===== src/rtl/cpu_pkg.sv =====
// rtl/cpu_pkg.sv - shared CPU types: fetch states, instruction field positions, default widths
package cpu_pkg;

    localparam int ADDR_W_DEF = 16;
    localparam int DATA_W_DEF = 16;

    typedef enum logic [1:0] {
        FETCH_W0 = 2'd0,
        FETCH_W1 = 2'd1,
        VALID    = 2'd2
    } fetch_state_e;

    // Instruction word: [15:14] mode, [13:12] byte, [11:8] opcode, [7:5] op1, [4:2] op2, [1:0] optype
    localparam int MODE_HI   = 15;
    localparam int MODE_LO   = 14;
    localparam int BYTE_HI   = 13;
    localparam int BYTE_LO   = 12;
    localparam int OPCODE_HI = 11;
    localparam int OPCODE_LO = 8;
    localparam int OP1_HI    = 7;
    localparam int OP1_LO    = 5;
    localparam int OP2_HI    = 4;
    localparam int OP2_LO    = 2;
    localparam int OPTYPE_HI = 1;
    localparam int OPTYPE_LO = 0;

    localparam logic [1:0] BYTE_TWO_WORD = 2'b10;

endpackage


===== src/rtl/ifetch_len_decode.sv =====
// rtl/ifetch_len_decode.sv - instruction length decode from the byte field of the first word
module ifetch_len_decode
    import cpu_pkg::*;
(
    input  logic [1:0] byte_field,
    output logic       two_word
);

    assign two_word = (byte_field == BYTE_TWO_WORD);

endmodule


===== src/rtl/ifetch_unit.sv =====
// rtl/ifetch_unit.sv - instruction fetch front end; IFETCH_PREFETCH_EN enables next-pc prefetch in VALID
module ifetch_unit
    import cpu_pkg::*;
#(
    parameter int                ADDR_W   = ADDR_W_DEF,
    parameter int                DATA_W   = DATA_W_DEF,
    parameter logic [ADDR_W-1:0] RESET_PC = '0
) (
    input  logic              clk,
    input  logic              rst_n,
    output logic [ADDR_W-1:0] rom_addr,
    input  logic [ADDR_W-1:0] rom_addr_in,
    input  logic [DATA_W-1:0] rom_data_in,
    output logic              ins_valid,
    input  logic              ins_ready,
    output logic [DATA_W-1:0] ins_word0,
    output logic [DATA_W-1:0] ins_word1,
    output logic              ins_two_word,
    output logic [ADDR_W-1:0] ins_pc,
    input  logic              redirect,
    input  logic [ADDR_W-1:0] redirect_pc
);

    localparam logic [1:0] ST_FETCH_W0 = FETCH_W0;
    localparam logic [1:0] ST_FETCH_W1 = FETCH_W1;
    localparam logic [1:0] ST_VALID    = VALID;

    logic [1:0]        state;
    logic [ADDR_W-1:0] pc;
    logic [ADDR_W-1:0] pc_p1;
    logic [ADDR_W-1:0] pc_p2;
    logic [ADDR_W-1:0] next_pc;
    logic              two_word_in;
    logic              tag_w0;
    logic              tag_w1;

    ifetch_len_decode u_len_decode (
        .byte_field (rom_data_in[BYTE_HI:BYTE_LO]),
        .two_word   (two_word_in)
    );

    // All pc arithmetic wraps modulo 2^ADDR_W
    assign pc_p1   = pc + ADDR_W'(1);
    assign pc_p2   = pc + ADDR_W'(2);
    assign next_pc = ins_two_word ? pc_p2 : pc_p1;

    // The ROM echoes the address it sampled; only a matching echo carries the word we asked for
    assign tag_w0 = (rom_addr_in == pc);
    assign tag_w1 = (rom_addr_in == pc_p1);

    assign ins_valid = (state == ST_VALID);

    always_ff @(posedge clk or negedge rst_n) begin
        if (!rst_n) begin
            state        <= ST_FETCH_W0;
            pc           <= RESET_PC;
            rom_addr     <= RESET_PC;
            ins_word0    <= '0;
            ins_word1    <= '0;
            ins_two_word <= 1'b0;
            ins_pc       <= '0;
        end else if (redirect) begin
            // A coincident handshake has already been seen by the decoder; just restart here
            state    <= ST_FETCH_W0;
            pc       <= redirect_pc;
            rom_addr <= redirect_pc;
        end else begin
            case (state)
                ST_FETCH_W0: begin
                    if (tag_w0) begin
                        ins_word0 <= rom_data_in;
                        ins_pc    <= pc;
                        if (two_word_in) begin
                            rom_addr <= pc_p1;
                            state    <= ST_FETCH_W1;
                        end else begin
                            ins_word1    <= '0;
                            ins_two_word <= 1'b0;
                            state        <= ST_VALID;
`ifdef IFETCH_PREFETCH_EN
                            rom_addr     <= pc_p1;
`endif
                        end
                    end
                end
                ST_FETCH_W1: begin
                    if (tag_w1) begin
                        ins_word1    <= rom_data_in;
                        ins_two_word <= 1'b1;
                        state        <= ST_VALID;
`ifdef IFETCH_PREFETCH_EN
                        rom_addr     <= pc_p2;
`endif
                    end
                end
                ST_VALID: begin
                    if (ins_ready) begin
                        pc       <= next_pc;
                        rom_addr <= next_pc;
                        state    <= ST_FETCH_W0;
                    end
                end
                default: state <= ST_FETCH_W0;
            endcase
        end
    end

endmodule


===== config.mk =====
export PLATFORM = sky130hd
export DESIGN_NAME = ifetch_unit
export DESIGN_NICKNAME = d
export VERILOG_FILES = /design/src/rtl/cpu_pkg.sv /design/src/rtl/ifetch_len_decode.sv /design/src/rtl/ifetch_unit.sv
export SDC_FILE = /design/constraint.sdc
export NUM_CORES = 1
export LEC_CHECK = 0
export BUFFER_PORTS_ARGS = -buffer_cell sky130_fd_sc_hd__buf_4
export CORE_MARGIN = 2
export CORE_UTILIZATION = 53
export DETAILED_ROUTE_END_ITERATION = 16
export GPL_TIMING_DRIVEN = 0
export PLACE_DENSITY = 0.8
export SLEW_MARGIN = 0
export SYNTH_ARGS = -nofsm -noshare
export SYNTH_HDL_FRONTEND = slang
export SYNTH_SLANG_ARGS = --single-unit

===== constraint.sdc =====
create_clock -name clk -period 2.9 [get_ports clk]
set_clock_uncertainty 0.2 [all_clocks]
set_input_delay 0.145 -clock clk [delete_from_list [all_inputs] [get_ports clk]]
set_output_delay 0.145 -clock clk [all_outputs]
set_load 0.01 [all_outputs]

==> results.yml, run 1 <==
run_status:
  outcome: "complete, no violations"
worst_setup_path:
  max_stage_delay_ns: 0.43
  end_kind: "flip-flop"
  cp.required_ns: 2.98
  slowest_stage: "dfrtp_2"
  criticalPathCategory: "flip-flop to flip-flop"
  path_cells: "ha_1 > buf_2 > nand3_2 > or3_4 > a221oi_2 > nand4_1 > nor4_4 > buf_6 > buf_12 > mux2i_1"
  start_kind: "flip-flop"
  crit_buf_inv: 3
  cp_max_fo: 10
  cp.arrival_ns: 2.86
  crit_family: "simple AND/OR/NAND/NOR gates"
synthesis:
  yosys_warnings: 0
  synth.net_count: 492
  synth-seq-area-share_pct: 45.9
  syn_avg_cell_area_um2: 10.3
  ys_ff_latch: 83
  synth_area_um2: 4520
  syn_inst: 438
  ys_types: 49
final_layout:
  final_core_util_pct: 74.5
  instances_no_fill: 710
  finalInstanceArea_um2: 6150
  syn2layout_area_growth_pct: 35.9
  diodes: 0
  nNetsFinal: 654
  layout-drive-gt1-share_pct: 31.7
global_route:
  grt_pass1_vias: 3907
  overflow: 0
  grt_pass1_wl_um: 19700
  grt_use_total_pct: 28.1
  grt_start_max_net_pins: 84
  antenna_found_initial: 0
floorplanning:
  num_rows: 33
  die_width_um: 96.4
  core-area_um2: 8260
  pin_count: 118
  die_area_um2: 9290
  initial_core_util_pct: 54.8
  die_h_um: 96.4
detailed_routing:
  ant_nets: 0
  drc: 0
  wire_per_inst_um: 17.7
  dr.pass1.iters: 8
  via_per_inst: 5.58
  routed_wl_um: 12600
  dr.first_iter.drc_count: 241
  vias: 3965
timing:
  fmax_ghz: 0.360
  setup_tns_ns: 0
  min_period_over_period_pct: 95.9
  slew_violations: 0
  slew_headroom_pct: 28.7
  setup_viol: 0
  worst_slack_ns: 0.120
  worstMarginPinSlew_ns: 1.07
  hold_violations: 0
  period_needed_ns: 2.78
run:
  drv_cap: 0
placed_design:
  dp.cells: 659
  routabilityCongestion: 0.898
  placed_area_um2: 5530
  portBuffers: 116
  post-place-ws_ns: -0.0613
  hpwlAfterDp_um: 8620
power_and_ir_drop:
  powerDensity_nw_per_um2: 418
  power_leakage_nw: 2.93
  ir_worst_vdd_v: 0.000243
clocking:
  numCtsBuffers: 9
  htreeDepth: 3
  cts_tree: "built"
  clk_path_buf_depth: 2
  clock_sinks: 83
  insertion_delay_ns: 0.36
  cts.clk_slew.worst_paths_ns: 0.09
  clk_root_buffer_cell: "clkbuf_8"
worst_hold_path:
  hold_path_class: "input port to flip-flop"
-- routing by layer --
layer	share of wire [%]	track usage (%)	up-vias
met5	0	0	-
met4	2.2	9.74	0
met3	5.7	4.19	29
met2	49	45.9	157
met1	44	38.4	1937
li1	-	-	1842
-- cell usage in the layout, fill, tap and decap left out, types with 3 or more instances in the layout --
cell type      count
clkbuf_1          12
nand4_1            7
nand2_1           60
nor2_1            18
xnor2_1           22
mux2_2            23
nand3_1            5
nor3b_1            4
buf_2             10
dfrtp_1           82
mux2i_1           34
nor4_1             4
nor2b_1            3
inv_1              3
dlygate4sd3_1     34
o21ai_0           31
buf_4            124
a211oi_1           3
mux2_1             9
clkbuf_8          10
nand2b_1           7
xor2_1            27
nor3_1            11
a21oi_1            8
-- sequential cells by signal, summed over array words and instances (netlist names) --
register	cells
ins_word1	16
ins_pc	16
rom_addr	16
ins_word0	16
state	2
ins_two_word	1
pc	16
-- final timing paths --
check                      cells past startpoint    startpoint       endpoint  slack [ns]
min in group asynchronous                      2         rst_n    rom_addr[9]        0.29
min reg2reg                                    1  ins_word0[2]   ins_word0[2]        0.30
max in group asynchronous                      2         rst_n          pc[0]        1.42
min                                            3      redirect   rom_addr[14]        0.11
max reg2reg                                   10         pc[0]  ins_word1[10]        0.12
max                                           10         pc[0]  ins_word1[10]        0.12
-- cells in the mapped netlist, drive strengths merged --
cell type,n,area (µm²)
nand3,6,30.0
nand3b,2,15.0
clkinv,1,3.75
a211oi,3,22.5
mux2,32,360
and4,1,8.76
a31oi,2,12.5
inv,3,11.3
o22ai,1,6.26
o21ai,33,165
nand2b,7,43.8
nor4,8,62.6
nor2b,3,18.8
a2111oi,1,8.76
xor2,27,236
or4,1,7.51
a21o,2,15.0
o221ai,2,17.5
and3,2,12.5
nand4,9,77.6
o32ai,1,8.76
dfrtp,83,2080
nor2,18,67.6
nor3b,4,30.0
nand2,60,225
a211o,1,8.76
or2,2,12.5
a21oi,8,40.0
and3b,2,17.5
a221oi,1,15.0
clkbuf,13,48.8
ha,2,25.0
o211ai,2,15.0
nor3,11,55.1
a32oi,1,8.76
or3,3,23.8
xnor2,24,210
buf,21,153
and2,1,6.26
mux2i,34,340
-- through the flow --
step	total power [mW]	hold slack, ns
after detailed placement	1.65	0.178
after floorplan	1.47	-0.351
after global placement	1.64	0.173
final	2.57	0.107
after CTS	2.56	0.0677
after global routing	2.67	0.121
-- where the power goes --
part,internal (mW),switching (mW)
registers,1.20,0.0244
logic,0.214,0.251
clock network,0.429,0.456
-- worst reg2reg max path, delay by kind of cell (launching register included) --
kind,cells,cell delay [ns]
compound gates,1,0.23
buf+inv,3,0.50
flops,1,0.43
fa+ha+maj,1,0.16
simple gates,4,1.01
mux,1,0.20
-- cells by family after synthesis --
group                    share of synthesized area, %
AO/OA/AOI/OAI                                    7.61
XOR/XNOR                                         9.87
adder cells (fa/ha/maj)                         0.553
buffers and inverters                            4.78
flip-flops                                       45.9
multiplexers                                     15.5
AND/OR/NAND/NOR                                  15.8
-- timing repair --
action,in CTS,in global routing
endpoints found under the hold margin,149,0
buffers inserted,1,0
cloned,0,0
endpoints found under the setup margin,9,57
gates resized for setup,2,9
hold buffers,34,0
pin swaps,1,2
-- cell type report --
type / count / area, µm²
Clock inverter: 6 / 71.3
Timing Repair Buffer: 151 / 1230
Multi-Input combinational cell: 317 / 2280
Tap cell: 105 / 131
Buffer: 34 / 203
Inverter: 4 / 15.0
Sequential cell: 83 / 2080
Clock buffer: 10 / 138
Fill cell: 597 / 2110
No activity file was read; power rests on OpenSTA's default activity.
==> inputs of run 2 (changes only) <==
--- a/config.mk
+++ b/config.mk
@@ -7,10 +7,9 @@
 export LEC_CHECK = 0
 export BUFFER_PORTS_ARGS = -buffer_cell sky130_fd_sc_hd__buf_4
 export CORE_MARGIN = 2
-export CORE_UTILIZATION = 53
+export CORE_UTILIZATION = 41
 export DETAILED_ROUTE_END_ITERATION = 16
 export GPL_TIMING_DRIVEN = 0
-export PLACE_DENSITY = 0.8
 export SLEW_MARGIN = 0
 export SYNTH_ARGS = -nofsm -noshare
 export SYNTH_HDL_FRONTEND = slang
==> results.yml, run 2 (same netlist as run 1, synthesis figures left out) <==
worst_setup_path:
  crit_family: "simple AND/OR/NAND/NOR gates"
  max_stage_delay_ns: 0.42
  start_kind: "flip-flop"
  slowest_stage: "dfrtp_1"
  path_cells: "clkbuf_2 > xor2_1 > or3_1 > nor4_4 > and3_1 > buf_2 > buf_4 > mux2_2"
  crit_buf_inv: 3
  end_kind: "flip-flop"
  cp.arrival_ns: 2.80
  cp_max_fo: 10
  criticalPathCategory: "flip-flop to flip-flop"
  startpoint: "pc[1]"
  crit-reg2reg-launch: "pc[1]"
  cp.required_ns: 2.96
timing:
  slew_headroom_pct: 27.0
  slew_violations: 0
  period_needed_ns: 2.75
  hold_violations: 0
  worstMarginPinSlew_ns: 1.10
  fmax_ghz: 0.364
  min_period_over_period_pct: 94.7
  setup_viol: 0
clocking:
  insertion_delay_ns: 0.36
  clk_root_buffer_cell: "clkbuf_8"
  clk_path_buf_depth: 2
  clock_sinks: 83
  htreeDepth: 3
  numCtsBuffers: 9
  cts.clk_slew.worst_paths_ns: 0.09
  cts_tree: "built"
final_layout:
  layout_commonest_cell: "buf_4"
  final_core_util_pct: 57.8
  layout_common_cells: "buf_4, dfrtp_1, nand2_1"
  syn2layout_area_growth_pct: 37.8
  layout-drive-gt1-share_pct: 33.0
  diodes: 0
  nNetsFinal: 659
detailed_routing:
  drc: 0
  vias: 3841
  routed_wl_um: 12600
  ant_nets: 0
  dr.first_iter.drc_count: 172
  wire_per_inst_um: 16.8
  dr.pass1.iters: 5
  via_per_inst: 5.12
global_route:
  grt_start_max_net_pins: 84
  antenna_found_initial: 0
  grt_use_total_pct: 21.8
  grt_pass1_wl_um: 19800
  grt_pass1_vias: 3855
  overflow: 0
floorplanning:
  initial_core_util_pct: 41.9
  core-area_um2: 10800
  die_area_um2: 11900
  die_h_um: 109
  pin_count: 118
  num_rows: 38
  die_width_um: 109
placed_design:
  portBuffers: 116
  routabilityCongestion: 0.870
  hpwlAfterDp_um: 8900
worst_hold_path:
  min-delay-start: "redirect"
  hold_path_class: "input port to flip-flop"
power_and_ir_drop:
  total_power_mw: 2.53
  power_leakage_nw: 2.93
  powerDensity_nw_per_um2: 406
  ir_worst_vdd_v: 0.000203
run:
  drv_cap: 0
run_status:
  outcome: "complete, no violations"
-- run 2: cell types whose count changed in the layout (fill, tap and decap cells not counted), moves of 2 or more --
cell	delta
nor3_2	+2
nor3_1	-2
buf_2	-3
clkbuf_4	+2
inv_6	-2
buf_4	+6
-- run 2: area by class of cell --
type                    instances  area [µm²]
clock buffers                  10         128
well taps                     140         175
flip-flops and latches         83        2080
plain buffers                  34         214
repair buffers                156        1260
fillers                       980        4560
clock inverters                 6        66.3
multi-input cells             317        2300
inverters                       4        15.0
-- run 2: final timing paths --
check | slack [ns] | cells past startpoint | endpoint
setup / recovery | 0.15 | 8 | ins_word0[4]
hold / removal | 0.06 | 2 | rom_addr[5]
setup reg to reg | 0.15 | 8 | ins_word0[4]
hold reg to reg | 0.30 | 1 | ins_word0[2]
max in group asynchronous | 1.39 | 2 | pc[0]
min in group asynchronous | 0.27 | 2 | ins_pc[6]
-- run 2: per-layer routing --
metal	GRT usage [%]	wire, µm
met5	0	0
met4	7.78	219
met3	3.35	579
met2	33.8	5870
met1	30.9	5910
-- run 2: repair_timing --
| item | CTS | global route |
|---|---|---|
| pin swaps | 1 | 5 |
| setup endpoints to repair | 9 | 57 |
| hold endpoints to repair | 149 | 0 |
| gates resized for setup | 1 | 20 |
| setup buffers | 0 | 6 |
| hold buffers | 34 | 0 |
-- run 2: metrics by stage --
stage | hold slack (ns) | std cells | instance area, µm² | setup TNS [ns] | setup WS, ns
2_1_floorplan | -0.351 | 438 | 4520 | 0 | 0.319
3_3_place_gp | 0.175 | 694 | 5570 | -0.296 | -0.0354
3_5_place_dp | 0.174 | 694 | 5570 | -0.163 | -0.0532
4_1_cts | 0.0531 | 744 | 6110 | 0 | 0.00627
5_1_grt | 0.115 | 750 | 6230 | -0.0472 | -0.0186
6_report | 0.0567 | 750 | 6230 | 0 | 0.154
-- run 2: worst register-to-register path, stage by stage, from the launching register on --
cell,delay [ns]
dfrtp_1,0.42
clkbuf_2,0.20
xor2_1,0.19
or3_1,0.41
nor4_4,0.23
and3_1,0.21
buf_2,0.17
buf_4,0.24
mux2_2,0.37
-- run 2: where the power goes --
part           total [mW]  switching (mW)  internal (mW)
Sequential           1.22          0.0239           1.20
Combinational       0.472           0.253          0.219
Clock               0.838           0.440          0.398
